==> config.mk <==
export PLATFORM = sky130hd
export DESIGN_NAME = mac_tx_arbiter
export DESIGN_NICKNAME = d
export VERILOG_FILES = /design/src/rtl/mac_tx_arbiter.sv
export SDC_FILE = /design/constraint.sdc
export NUM_CORES = 1
export LEC_CHECK = 0
export CAP_MARGIN = 30
export CELL_PAD_IN_SITES_DETAIL_PLACEMENT = 1
export CELL_PAD_IN_SITES_GLOBAL_PLACEMENT = 1
export CORE_ASPECT_RATIO = 0.8
export CORE_MARGIN = 4
export CORE_UTILIZATION = 23
export CTS_CLUSTER_SIZE = 8
export DETAILED_ROUTE_END_ITERATION = 8
export PLACE_DENSITY = 0.9
export RECOVER_POWER = 25
export SLEW_MARGIN = 0
export SYNTH_ARGS = -nofsm -noshare
export SYNTH_HDL_FRONTEND = slang
export SYNTH_SLANG_ARGS = --single-unit
==> constraint.sdc <==
create_clock -name logic_clk -period 2.89 [get_ports logic_clk]
set_input_delay 0.578 -clock logic_clk [delete_from_list [all_inputs] [get_ports logic_clk]]
set_output_delay 0.578 -clock logic_clk [all_outputs]
set_load 0.02 [all_outputs]
==> src/rtl/mac_tx_arbiter.sv <==
// rtl/mac_tx_arbiter.sv - frame-granular round-robin arbiter in front of the MAC TX path
// Optional inter-frame gap state is built only when MAC_TX_ARB_IFG_EN is defined.
module mac_tx_arbiter #(
    parameter int NUM_REQ    = 3,
    parameter int IFG_CYCLES = 12,
    localparam int ID_W      = $clog2(NUM_REQ)
) (
    input  logic                   logic_clk,
    input  logic                   logic_rst,
    input  logic [NUM_REQ*8-1:0]   req_tdata_in,
    input  logic [NUM_REQ-1:0]     req_tvalid_in,
    output logic [NUM_REQ-1:0]     req_tready_out,
    input  logic [NUM_REQ-1:0]     req_tlast_in,
    output logic [7:0]             mac_tdata_out,
    output logic                   mac_tvalid_out,
    input  logic                   mac_tready_in,
    output logic                   mac_tlast_out,
    output logic [ID_W-1:0]        grant_id_out,
    output logic                   busy_out
);

    if (NUM_REQ < 2 || NUM_REQ > 8 || IFG_CYCLES < 1) begin : g_param_err
        $error("mac_tx_arbiter: NUM_REQ must be 2..8 and IFG_CYCLES >= 1");
    end

    typedef enum logic [1:0] {
        S_IDLE = 2'd0,
        S_XFER = 2'd1,
        S_GAP  = 2'd2
    } state_t;

    state_t            r_state;
    logic [ID_W-1:0]   r_ptr;
    logic [ID_W-1:0]   r_grant;

`ifdef MAC_TX_ARB_IFG_EN
    localparam int GAP_W = $clog2(IFG_CYCLES + 1);
    logic [GAP_W-1:0]  r_gap_cnt;
`endif

    logic              w_any;
    logic [ID_W-1:0]   w_winner;
    logic              w_xfer;
    logic              w_hs_last;

    // Walk candidates from farthest to nearest so the nearest valid after r_ptr wins.
    always_comb begin
        int v_idx;
        v_idx    = 0;
        w_any    = 1'b0;
        w_winner = r_ptr;
        for (int k = NUM_REQ; k >= 1; k--) begin
            v_idx = (int'(r_ptr) + k) % NUM_REQ;
            if (req_tvalid_in[v_idx]) begin
                w_any    = 1'b1;
                w_winner = ID_W'(v_idx);
            end
        end
    end

    assign w_xfer         = (r_state == S_XFER);
    assign mac_tdata_out  = w_xfer ? req_tdata_in[{r_grant, 3'b000} +: 8] : 8'h00;
    assign mac_tvalid_out = w_xfer & req_tvalid_in[r_grant];
    assign mac_tlast_out  = w_xfer & req_tlast_in[r_grant];
    assign req_tready_out = w_xfer ? (NUM_REQ'(mac_tready_in) << r_grant) : '0;
    assign busy_out       = w_xfer;
    assign grant_id_out   = r_grant;
    assign w_hs_last      = mac_tvalid_out & mac_tready_in & mac_tlast_out;

    always_ff @(posedge logic_clk) begin
        if (!logic_rst) begin
            r_state   <= S_IDLE;
            r_ptr     <= ID_W'(NUM_REQ - 1);
            r_grant   <= '0;
`ifdef MAC_TX_ARB_IFG_EN
            r_gap_cnt <= '0;
`endif
        end else begin
            case (r_state)
                S_IDLE: begin
                    if (w_any) begin
                        r_grant <= w_winner;
                        r_ptr   <= w_winner;
                        r_state <= S_XFER;
                    end
                end
                S_XFER: begin
                    if (w_hs_last) begin
`ifdef MAC_TX_ARB_IFG_EN
                        r_state   <= S_GAP;
                        r_gap_cnt <= GAP_W'(IFG_CYCLES - 1);
`else
                        r_state   <= S_IDLE;
`endif
                    end
                end
`ifdef MAC_TX_ARB_IFG_EN
                S_GAP: begin
                    if (r_gap_cnt == '0) begin
                        r_state <= S_IDLE;
                    end else begin
                        r_gap_cnt <= r_gap_cnt - 1'b1;
                    end
                end
`endif
                default: r_state <= S_IDLE;
            endcase
        end
    end

endmodule

# Word-level counts from Yosys, hierarchy flattened
# Index checks and enable logic that the tools add are counted.
[word_totals]
regBits = 6
input_bits = 33
[classes]
add_sub_neg = 3
div = 3
n_eq_ne = 3
reduce_logical = 3
bitwise_logic = 4
magnitude_cmp = 4
n_mux = 24
shift = 2
[op_table]
columns = ["cell", "count"]
rows = [
  ["$lt A32 B4 Y1 const B", 3],
  ["$mod A32 B3 Y32 const B", 3],
  ["$shiftx A24 B6 Y8", 1],
  ["$mux W1", 11],
  ["$bmux W1 S2", 5],
  ["$mux W2", 5],
  ["$mux W8", 1],
  ["$add A2 B2 Y3 const B", 2],
  ["$and A1 B1 Y1", 4],
  ["$pmux W2 S2", 1],
  ["$reduce_and A2 Y1", 2],
  ["$add A2 B1 Y3 const B", 1],
  ["$lt A2 B3 Y1 const B", 1],
  ["$mux W3", 1],
  ["$shl A1 B2 Y3", 1],
  ["$eq A2 B1 Y1 const B", 1],
  ["$logic_not A2 Y1", 1],
  ["$ne A2 B1 Y1 const B", 1],
  ["$ne A2 B2 Y1 const B", 1],
]

# Depth between registers and ports, before layout
# Gate-level depths: netlist of run 1.
[depth]
word_depth = 10
depth_mapped = 10
depth_no_buf = 8

# Least setup slack after synthesis of run 1
# OpenSTA, ideal clock, no wires.
[synth_timing]
path_kind = "register to register"
start = "register r_ptr[0]"
end = "register r_ptr[1]"
arrival_ns = 2.200
path_buffers = 2
stages_incl_launch_ff = 11
period_less_slack_ns = 2.319
required_time_ns = 2.770
setup_slack_ns = 0.571
cell_sequence = "dfxtp_1 > buf_2 > inv_1 > ha_1 > buf_6 > nor2b_1 > o21ai_2 > nand2_2 > o31ai_4 > nor3_2 > a211o_1"
[synth_between]
elab_chain_len = 9
elab_cells_between_ends = 22
[synth_lines]
columns = ["item", "line", "rtl"]
rows = [
  ["from (decl)", "33", "logic [ID_W-1:0] r_ptr;"],
  ["from (signal assigned)", "73", "r_ptr <= ID_W'(NUM_REQ - 1);"],
  ["from (signal assigned)", "83", "r_ptr <= w_winner;"],
  ["$add A2 B2 Y3", "53", "v_idx = (int'(r_ptr) + k) % NUM_REQ;"],
  ["$mod A32 B3 Y32", "53", ""],
  ["$bmux W1 S2", "54", "if (req_tvalid_in[v_idx]) begin"],
  ["$mux W1 (implied by the code) (2 in a row)", "54", ""],
  ["$mux W1 (3 in a row)", "54", ""],
  ["$reduce_and A2 Y1 (no line)", "n/a", ""],
]
# Parallel ways exist; a longest one is shown, timed or not. The select of a mux whose other input is x is not followed.
# A chain may end at the register's enable or synchronous reset.

# Final worst setup path of run 1
[layout_timing]
start = "input req_tvalid_in[1]"
end = "output mac_tvalid_out"
[layout_between]
elab_chain_len = 3
[layout_lines]
columns = ["item", "line", "rtl"]
rows = [
  ["from (decl)", "11", "input logic [NUM_REQ-1:0] req_tvalid_in,"],
  ["$bmux W1 S2", "63", "assign mac_tvalid_out = w_xfer & req_tvalid_in[r_grant];"],
  ["$mux W1 (implied by the code)", "63", ""],
  ["$and A1 B1 Y1", "63", ""],
  ["to (decl)", "15", "output logic mac_tvalid_out,"],
]
# No other way between the ends. The select of a mux whose other input is x is not followed.

==> results of run 1 <==
==> path summary, 6_finish.rpt <==
check                                 endpoint  slack (ps)
worst min-delay path                  r_ptr[1]         620
worst max-delay path            mac_tvalid_out         160
worst min register to register        r_ptr[1]         620
worst max register to register        r_ptr[0]         320
==> stage by stage <==
stage,area (sq um),power (mW),setup WS [ps],std cells
3_5_place_dp,1280,1.16,83.8,190
2_1_floorplan,733,0.817,571,101
5_1_grt,1310,1.36,29.0,193
3_3_place_gp,1280,1.10,75.6,190
6_report,1310,1.26,164,193
4_1_cts,1320,1.29,63.5,193
==> final cells by class <==
type | count | area share
Multi-Input combinational cell | 86 | 0.447
Timing Repair Buffer | 55 | 0.408
Sequential cell | 4 | 0.0610
Tap cell | 40 | 0.0381
Clock buffer | 3 | 0.0315
Inverter | 5 | 0.0143
==> power breakdown <==
part,leakage (nW),total (mW),internal (mW),switching (mW)
sequential,0.0332,0.128,0.0795,0.0485
combinational,0.468,1.01,0.471,0.543
clock,0.0216,0.120,0.0890,0.0314
==> sequential cells by signal, indices dropped and copies added, names as in the netlist <==
register	count
r_state	1
r_ptr	2
grant_id_out	1
==> kinds of logic after synthesis <==
kind of cell	Yosys count
AO/OA/AOI/OAI	30
adder cells (fa/ha/maj)	3
buffers and inverters	11
flip-flops	4
multiplexers	11
AND/OR/NAND/NOR	42
==> placed cells by master, fill, tap and decap left out, types with 4 or more instances in the layout <==
| master | instances |
|---|---|
| a21oi_1 | 12 |
| buf_4 | 7 |
| nor2b_1 | 4 |
| inv_1 | 4 |
| dfxtp_1 | 4 |
| o21ai_0 | 5 |
| nand2_1 | 9 |
| mux2i_1 | 10 |
| nor2_1 | 16 |
| clkdlybuf4s50_1 | 45 |
==> layer usage <==
layer | share of wire | up-vias
li1 | - | 458
met1 | 0.38 | 475
met2 | 0.58 | 12
met3 | 0.021 | 5
met4 | 0.011 | 0
met5 | 0 | -
==> impl_metrics.tcl, run 1 <==
set metrics [dict create \
    holdPathStages 1 \
    port_buffers 48 \
    synth_fp_nets 137 \
    worstPathArrival_ps 2150 \
    grt_max_degree 13 \
    max_slew.worst_pin.slew_ps 561 \
    worstSkewPairLatency_ps 220 \
    grt_pass1_vias 1072 \
    synth_top_area_frac 0.137 \
    yosysMostFrequentCell "nor2_1" \
    status "complete, no violations" \
    syn_inst 101 \
    synth_top_family_by_area "compound AO/OA/AOI/OAI gates" \
    ant_nets 0 \
    num_vias 950 \
    cp_slowest_stage_delay_ps 610 \
    r2r_cells 8 \
    grt_use_total 0.172 \
    ys_ff_latch 4 \
    min_period_over_period 0.943 \
    multi_input_area_sq_um 587 \
    powerDensity_nw_per_um2 962 \
    cts_resized 0 \
    crit_fanout 2 \
    ios 49 \
    syn_avg_cell_area_sq_um 7.26 \
    crit_type "in -> out" \
    dr.pass1.iters 4 \
    synth_simple_gate_area_frac 0.280 \
    grt_util_met2 0.350 \
    root_buffer "clkbuf_8" \
    drc 0 \
    routedWlPerCell_um 17.3 \
    crit_family "buffers and inverters" \
    drtIter0Drc 20 \
    die_h_um 58.5 \
    met3_usage 0.0358 \
    cp.depth 5 \
    regArea_sq_um 80.1 \
    syn_to_final_growth_pct 79.0 \
    crit_chain "clkdlybuf4s50_1, mux2i_1, o21ai_0, and2_1, clkdlybuf4s50_1" \
    fin_skew_ps 4.38 \
    ctsHtreeMaxLevel 1 \
    synthXorXnorAreaFrac 0 \
    synthTopCellsByCount "16 x nor2_1, 11 x a21oi_1, 10 x mux2i_1" \
    maxCapViolations 0 \
    ctsHoldBuffers 0 \
    dp_hpwl_mm 2.82 \
    grt_pass1_wl_mm 5.48 \
    globalplace.congestion 0.843 \
    cts-buffers-inserted 3 \
    hp-class "reg -> reg" \
    critPathLaunch "req_tvalid_in[1]" \
    tns_ps 0 \
    critPathSlowestCell "clkdlybuf4s50_1" \
    yosysUniqueCellTypes 38 \
    antenna_found_initial 0 \
    dieArea_sq_um 4160 \
    post_cts_buffers 0 \
    nets 191 \
    r2r-start "r_ptr[0]" \
    cts.clk_slew.worst_paths_ps 30 \
    setup_viol 0 \
    slew_headroom 0.617 \
    diodes 0 \
    hold_ws_ps 616 \
    ir_drop_uv 386 \
    synth_area_leaders "mux2i_1 14%, dfxtp_1 11%, nor2_1 8.2%" \
    viasPerCell 4.92 \
    fp.dieW_um 71.1 \
    yosysSeqAreaShare 0.109 \
    critPathBufInv 2 \
    grt_use_met1 0.185 \
    fin_crit_ps 2730 \
    finalHoldViolCount 0 \
    top_usage_layer "met2" \
    synth_ff_type "dfxtp_1" \
    synth_mux_area_frac 0.167 \
    critPathLaunchType "input pin" \
    tritoncts "built" \
    drive_above_1_share 0.131 \
    slew_viol_final 0 \
    final_util 0.429 \
    synth_compound_area_frac 0.314 \
    cts_sinks 4 \
    start_util 0.239 \
    num_rows 18 \
    path_common_cell "clkdlybuf4s50_1" \
    ys_warn_count 0 \
    synth-edff-count 0 \
    overflow 0 \
    synth_top_area_cell "mux2i_1" \
    min_from "r_ptr[1]" \
    cts.path.max_buffers 2 \
    synthAdderAreaFrac 0.0512 \
    async_reset_ff_frac 0 \
    required_ps 2310 \
    core_sq_um 3060 \
    totalWireLength_mm 3.35 \
    n_fill_cell 387 \
    max_freq_ghz 0.367 \
    p_leak_nw 0.522 \
    end_kind "output port" \
    rsz0062_at_grt "false" \
    synth_area_sq_um 733 \
]
Power figures use the tool's default switching activity.
==> run 2, diff against run 1 <==
==> constraint.sdc (replaced) <==
create_clock -name logic_clk -period 2.89 [get_ports logic_clk]
set_input_delay 0.578 -clock logic_clk [delete_from_list [all_inputs] [get_ports logic_clk]]
set_output_delay 0.578 -clock logic_clk [all_outputs]
set_load 0.1 [all_outputs]
==> run 2 against run 1 <==
Fmax is 10% higher. Via count is 2.9% lower. Worst setup slack better by 250 ps. Routed wire length is 15% lower. Core utilization is 5.8 points higher. Combinational power is 65% higher. First-iteration DRC count is 120% higher. Count of clock-buffer cells in the layout stayed put. Sequential power is 9% lower. Power is 51% higher. Cell count is 1.6% lower. Critical endpoint unchanged. Flip-flop and latch count stayed put. Largest cell class unchanged.
==> impl_metrics.tcl, run 2 (synthesized netlist as in run 1, its figures left out) <==
set metrics [dict create \
    drc 0 \
    crit_fanout 5 \
    layout_commonest_cell "clkdlybuf4s50_1" \
    grt_use_total 0.141 \
    switching_share 0.600 \
    cts_sinks 4 \
    p_leak_nw 0.560 \
    dp_hpwl_mm 2.39 \
    slew_viol_final 0 \
    finalNonFillerCells 190 \
    grt_pass1_vias 1004 \
    hold_ws_ps 644 \
    cts.path.max_buffers 2 \
    grt_pass1_wl_mm 4.77 \
    end_kind "output port" \
    status "complete, no violations" \
    max_slew.worst_pin.slew_ps 1160 \
    final_cell_mix "32 x clkdlybuf4s50_1, 13 x buf_12, 10 x nand2_1, 10 x mux2i_1, 10 x a21oi_1" \
    combPwrFrac 0.877 \
    post_cts_buffers 0 \
    worstSkewPairLatency_ps 220 \
    finalHoldViolCount 0 \
    dp_cells 187 \
    dieArea_sq_um 4160 \
    overflow 0 \
    diodes 0 \
    final_util 0.486 \
    setup_viol 0 \
    drive_above_1_share 0.293 \
    worstPathArrival_ps 1900 \
    required_ps 2310 \
    fin_skew_ps 0.582 \
    min_period_over_period 0.856 \
    core_sq_um 3060 \
    ios 49 \
    cts-buffers-inserted 3 \
    p_seq_frac 0.061 \
    syn_to_final_growth_pct 103 \
    drtIter0Drc 44 \
    ctsHtreeMaxLevel 1 \
    fin_crit_ps 2470 \
    cts_resized 0 \
    root_buffer "clkbuf_8" \
    p_sw_mw 1.14 \
    ant_nets 0 \
    powerDensity_nw_per_um2 1280 \
    clockPowerShare 0.062 \
    tritoncts "built" \
    dr.pass1.iters 4 \
    crit_type "in -> out" \
    fp.dieW_um 71.1 \
    top_register "r_ptr" \
    critPathLaunchType "input pin" \
    nets 188 \
    antenna_found_initial 0 \
    rsz0062_at_grt "false" \
    maxCapViolations 0 \
    max_freq_ghz 0.404 \
    port_buffers 48 \
    die_h_um 58.5 \
    internal_power_mw 0.763 \
    start_util 0.239 \
    ctsHoldBuffers 0 \
    cts.clk_slew.worst_paths_ps 30 \
    tns_ps 0 \
    slew_headroom 0.230 \
    hp-class "reg -> reg" \
    num_rows 18 \
    num_vias 922 \
    routedWlPerCell_um 14.9 \
    globalplace.congestion 0.835 \
    viasPerCell 4.85 \
    largest_reg_flops 2 \
    grt_max_degree 13 \
    ir_drop_uv 578 \
    totalWireLength_mm 2.83 \
]
[run 2: final timing paths]
kind                    start  cells after the start  slack, ps             end
max          req_tvalid_in[0]                      5        420  mac_tvalid_out
min                  r_ptr[1]                      1        640        r_ptr[1]
max reg2reg          r_ptr[0]                      8        530        r_ptr[1]
min reg2reg          r_ptr[1]                      1        640        r_ptr[1]
[run 2: layout make-up]
| type | instances | area (sq um) |
|---|---|---|
| clock buffer | 3 | 41.3 |
| timing repair buffer | 52 | 622 |
| multi-input combinational | 86 | 676 |
| inverter | 5 | 20.0 |
| tap | 40 | 50.0 |
| sequential | 4 | 80.1 |
| fill | 349 | 1570 |
[run 2: metrics by stage]
stage	cell area, sq um	setup WS [ps]	total power, mW
after detailed placement	1460	397	1.82
after global placement	1460	453	1.77
after global routing	1490	299	2.02
after floorplan	820	-169	1.36
final	1490	415	1.91
after CTS	1510	407	1.94
[run 2: critical path: stages]
cell,delay [ps]
clkdlybuf4s50_1,600
mux2i_1,120
o21ai_0,210
and2_2,210
buf_12,170
[run 2: per-layer routing]
metal | GRT usage | part of all wire | vias up
li1 | - | - | 455
met5 | 0 | 0 | -
met3 | 0.0222 | 0.051 | 2
met2 | 0.260 | 0.53 | 28
met1 | 0.170 | 0.41 | 437
met4 | 0.0402 | 0.0060 | 0
[run 2: power by group through the flow]
stage                     Sequential [mW]  Combinational (mW)  Clock [mW]
after detailed placement            0.117                1.70           0
final                               0.116                1.67       0.119
after floorplan                     0.177                1.19           0
after CTS                           0.116                1.70       0.120
after global placement              0.115                1.66           0
after global routing                0.120                1.77       0.127
==> run 3, diff against run 2 <==
--- a/config.mk
+++ b/config.mk
@@ -7,13 +7,14 @@
 export LEC_CHECK = 0
 export CAP_MARGIN = 30
 export CELL_PAD_IN_SITES_DETAIL_PLACEMENT = 1
-export CELL_PAD_IN_SITES_GLOBAL_PLACEMENT = 1
+export CELL_PAD_IN_SITES_GLOBAL_PLACEMENT = 2
 export CORE_ASPECT_RATIO = 0.8
 export CORE_MARGIN = 4
-export CORE_UTILIZATION = 23
+export CORE_UTILIZATION = 17
 export CTS_CLUSTER_SIZE = 8
 export DETAILED_ROUTE_END_ITERATION = 8
-export PLACE_DENSITY = 0.9
+export GPL_TIMING_DRIVEN = 0
+export PLACE_DENSITY = 0.89
 export RECOVER_POWER = 25
 export SLEW_MARGIN = 0
 export SYNTH_ARGS = -nofsm -noshare
==> run 3 against run 2 <==
Clock power is essentially flat. Routed wire length is 4.7% higher. Critical path type unchanged. Power is 7.3% lower. Largest cell class unchanged. Critical endpoint is now req_tready_out[0]. Worst setup slack got worse by 310 ps. Largest power group unchanged.
==> impl_metrics.tcl, run 3 (synthesized netlist as in run 1, its figures left out) <==
set metrics [dict create \
    crit_chain "clkdlybuf4s50_1, nand2_1, nor3_2, dlygate4sd2_1" \
    fin_crit_ps 2780 \
    dieArea_sq_um 5430 \
    finalHoldViolCount 0 \
    start_util 0.176 \
    worstSkewPairLatency_ps 220 \
    ant_nets 0 \
    slew_headroom 0.347 \
    min_period_over_period 0.963 \
    drive_above_1_share 0.296 \
    root_buffer "clkbuf_8" \
    dpl-instance-area_sq_um 1370 \
    routed-wl-met2_mm 1.60 \
    ctsHoldBuffers 0 \
    max_freq_ghz 0.359 \
    num_rows 21 \
    end_kind "output port" \
    core_sq_um 4180 \
    setup_viol 0 \
    final_cell_mix "32 x clkdlybuf4s50_1, 10 x mux2i_1, 10 x a21oi_1, 10 x clkdlybuf4s15_2, 9 x nand2_1" \
    cts.clk_slew.worst_paths_ps 30 \
    status "complete, no violations" \
    grt_pass1_wl_mm 4.69 \
    slew_viol_final 0 \
    globalplace.congestion 0.859 \
    top_register "r_ptr" \
    routedWlPerCell_um 14.2 \
    critPathSlowestCell "dlygate4sd2_1" \
    fin_area_sq_um 1410 \
    drtIter0Drc 13 \
    diodes 0 \
    cts-buffers-inserted 3 \
    dp_hpwl_mm 2.41 \
    n_fill_cell 493 \
    num_vias 921 \
    grt_max_degree 11 \
    grt_pass1_vias 1007 \
    ios 49 \
    highest_layer "met4" \
    powerDensity_nw_per_um2 1250 \
    syn_to_final_growth_pct 92.8 \
    p_leak_nw 0.523 \
    hp-class "reg -> reg" \
    max_slew.worst_pin.slew_ps 976 \
    cp_slowest_stage_delay_ps 870 \
    largest_reg_flops 2 \
    required_ps 2310 \
    totalWireLength_mm 2.96 \
    ir_drop_uv 402 \
    maxCapViolations 0 \
    ctsHtreeMaxLevel 1 \
    worstPathArrival_ps 2210 \
    cts.path.max_buffers 2 \
    cts_sinks 4 \
    rsz0062_at_grt "false" \
    finalNonFillerCells 209 \
    tritoncts "built" \
    overflow 0 \
    crit_fanout 3 \
    nets 190 \
    drc 0 \
    wl_met1_mm 1.24 \
    fin_skew_ps 1.43 \
    viasPerCell 4.41 \
    die_h_um 66.7 \
    layout_commonest_cell "clkdlybuf4s50_1" \
    fp.dieW_um 81.4 \
    dr.pass1.iters 4 \
    wl_met3_um 93 \
    antenna_found_initial 0 \
    port_buffers 48 \
    crit_type "in -> out" \
    critPathLaunchType "input pin" \
    dp_cells 206 \
    grt_use_total 0.111 \
]
run 3: worst paths after layout:
path | from | end | slack (ps) | cells past startpoint
setup / recovery | mac_tready_in | req_tready_out[0] | 110 | 4
hold / removal | r_ptr[1] | r_ptr[1] | 600 | 1
setup reg to reg | r_ptr[0] | r_ptr[1] | 200 | 10
hold reg to reg | r_ptr[1] | r_ptr[1] | 600 | 1
run 3: critical path, delay by kind of cell:
kind	cells	cell delay, ps
and+or+nand+nor	2	260
buffers and inverters	2	1360
run 3: timing repair:
action	in CTS	in global routing
buffers inserted	0	0
gates cloned	0	0
pin swaps	0	0
setup endpoints to repair	13	2
resized for setup	36	3
hold endpoints to repair	0	0
run 3: power breakdown:
group / leakage [nW] / switching, mW / internal, mW
combinational: 0.468 / 1.05 / 0.481
clock: 0.0216 / 0.0290 / 0.0888
sequential: 0.0332 / 0.0403 / 0.0796
total: 0.523 / 1.12 / 0.649
run 3: metrics by stage:
step | hold slack, ps | setup slack, ps | utilization | power, mW | TNS (ps)
6_report | 597 | 106 | 0.338 | 1.77 | 0
5_1_grt | 641 | 14.1 | 0.338 | 1.88 | 0
4_1_cts | 604 | 8.12 | 0.341 | 1.80 | 0
3_5_place_dp | 596 | -589 | 0.328 | 1.69 | -3290
3_3_place_gp | 586 | -601 | 0.328 | 1.65 | -2960
2_1_floorplan | 527 | -169 | - | 1.36 | -404
run 3: area by class of cell:
cell class                 count  area (sq um)  area share
inverter                       5          20.0      0.0142
sequential                     4          80.1      0.0566
tap                           57          71.3      0.0504
timing repair buffer          48           482       0.341
buffer                         6          38.8      0.0274
multi-input combinational     86           681       0.481
clock buffer                   3          41.3      0.0292
run 3: layer usage:
layer / vias up / track usage
li1: 460 / -
met1: 438 / 0.132
met2: 19 / 0.206
met3: 4 / 0.0149
met4: 0 / 0.0316
met5: - / 0
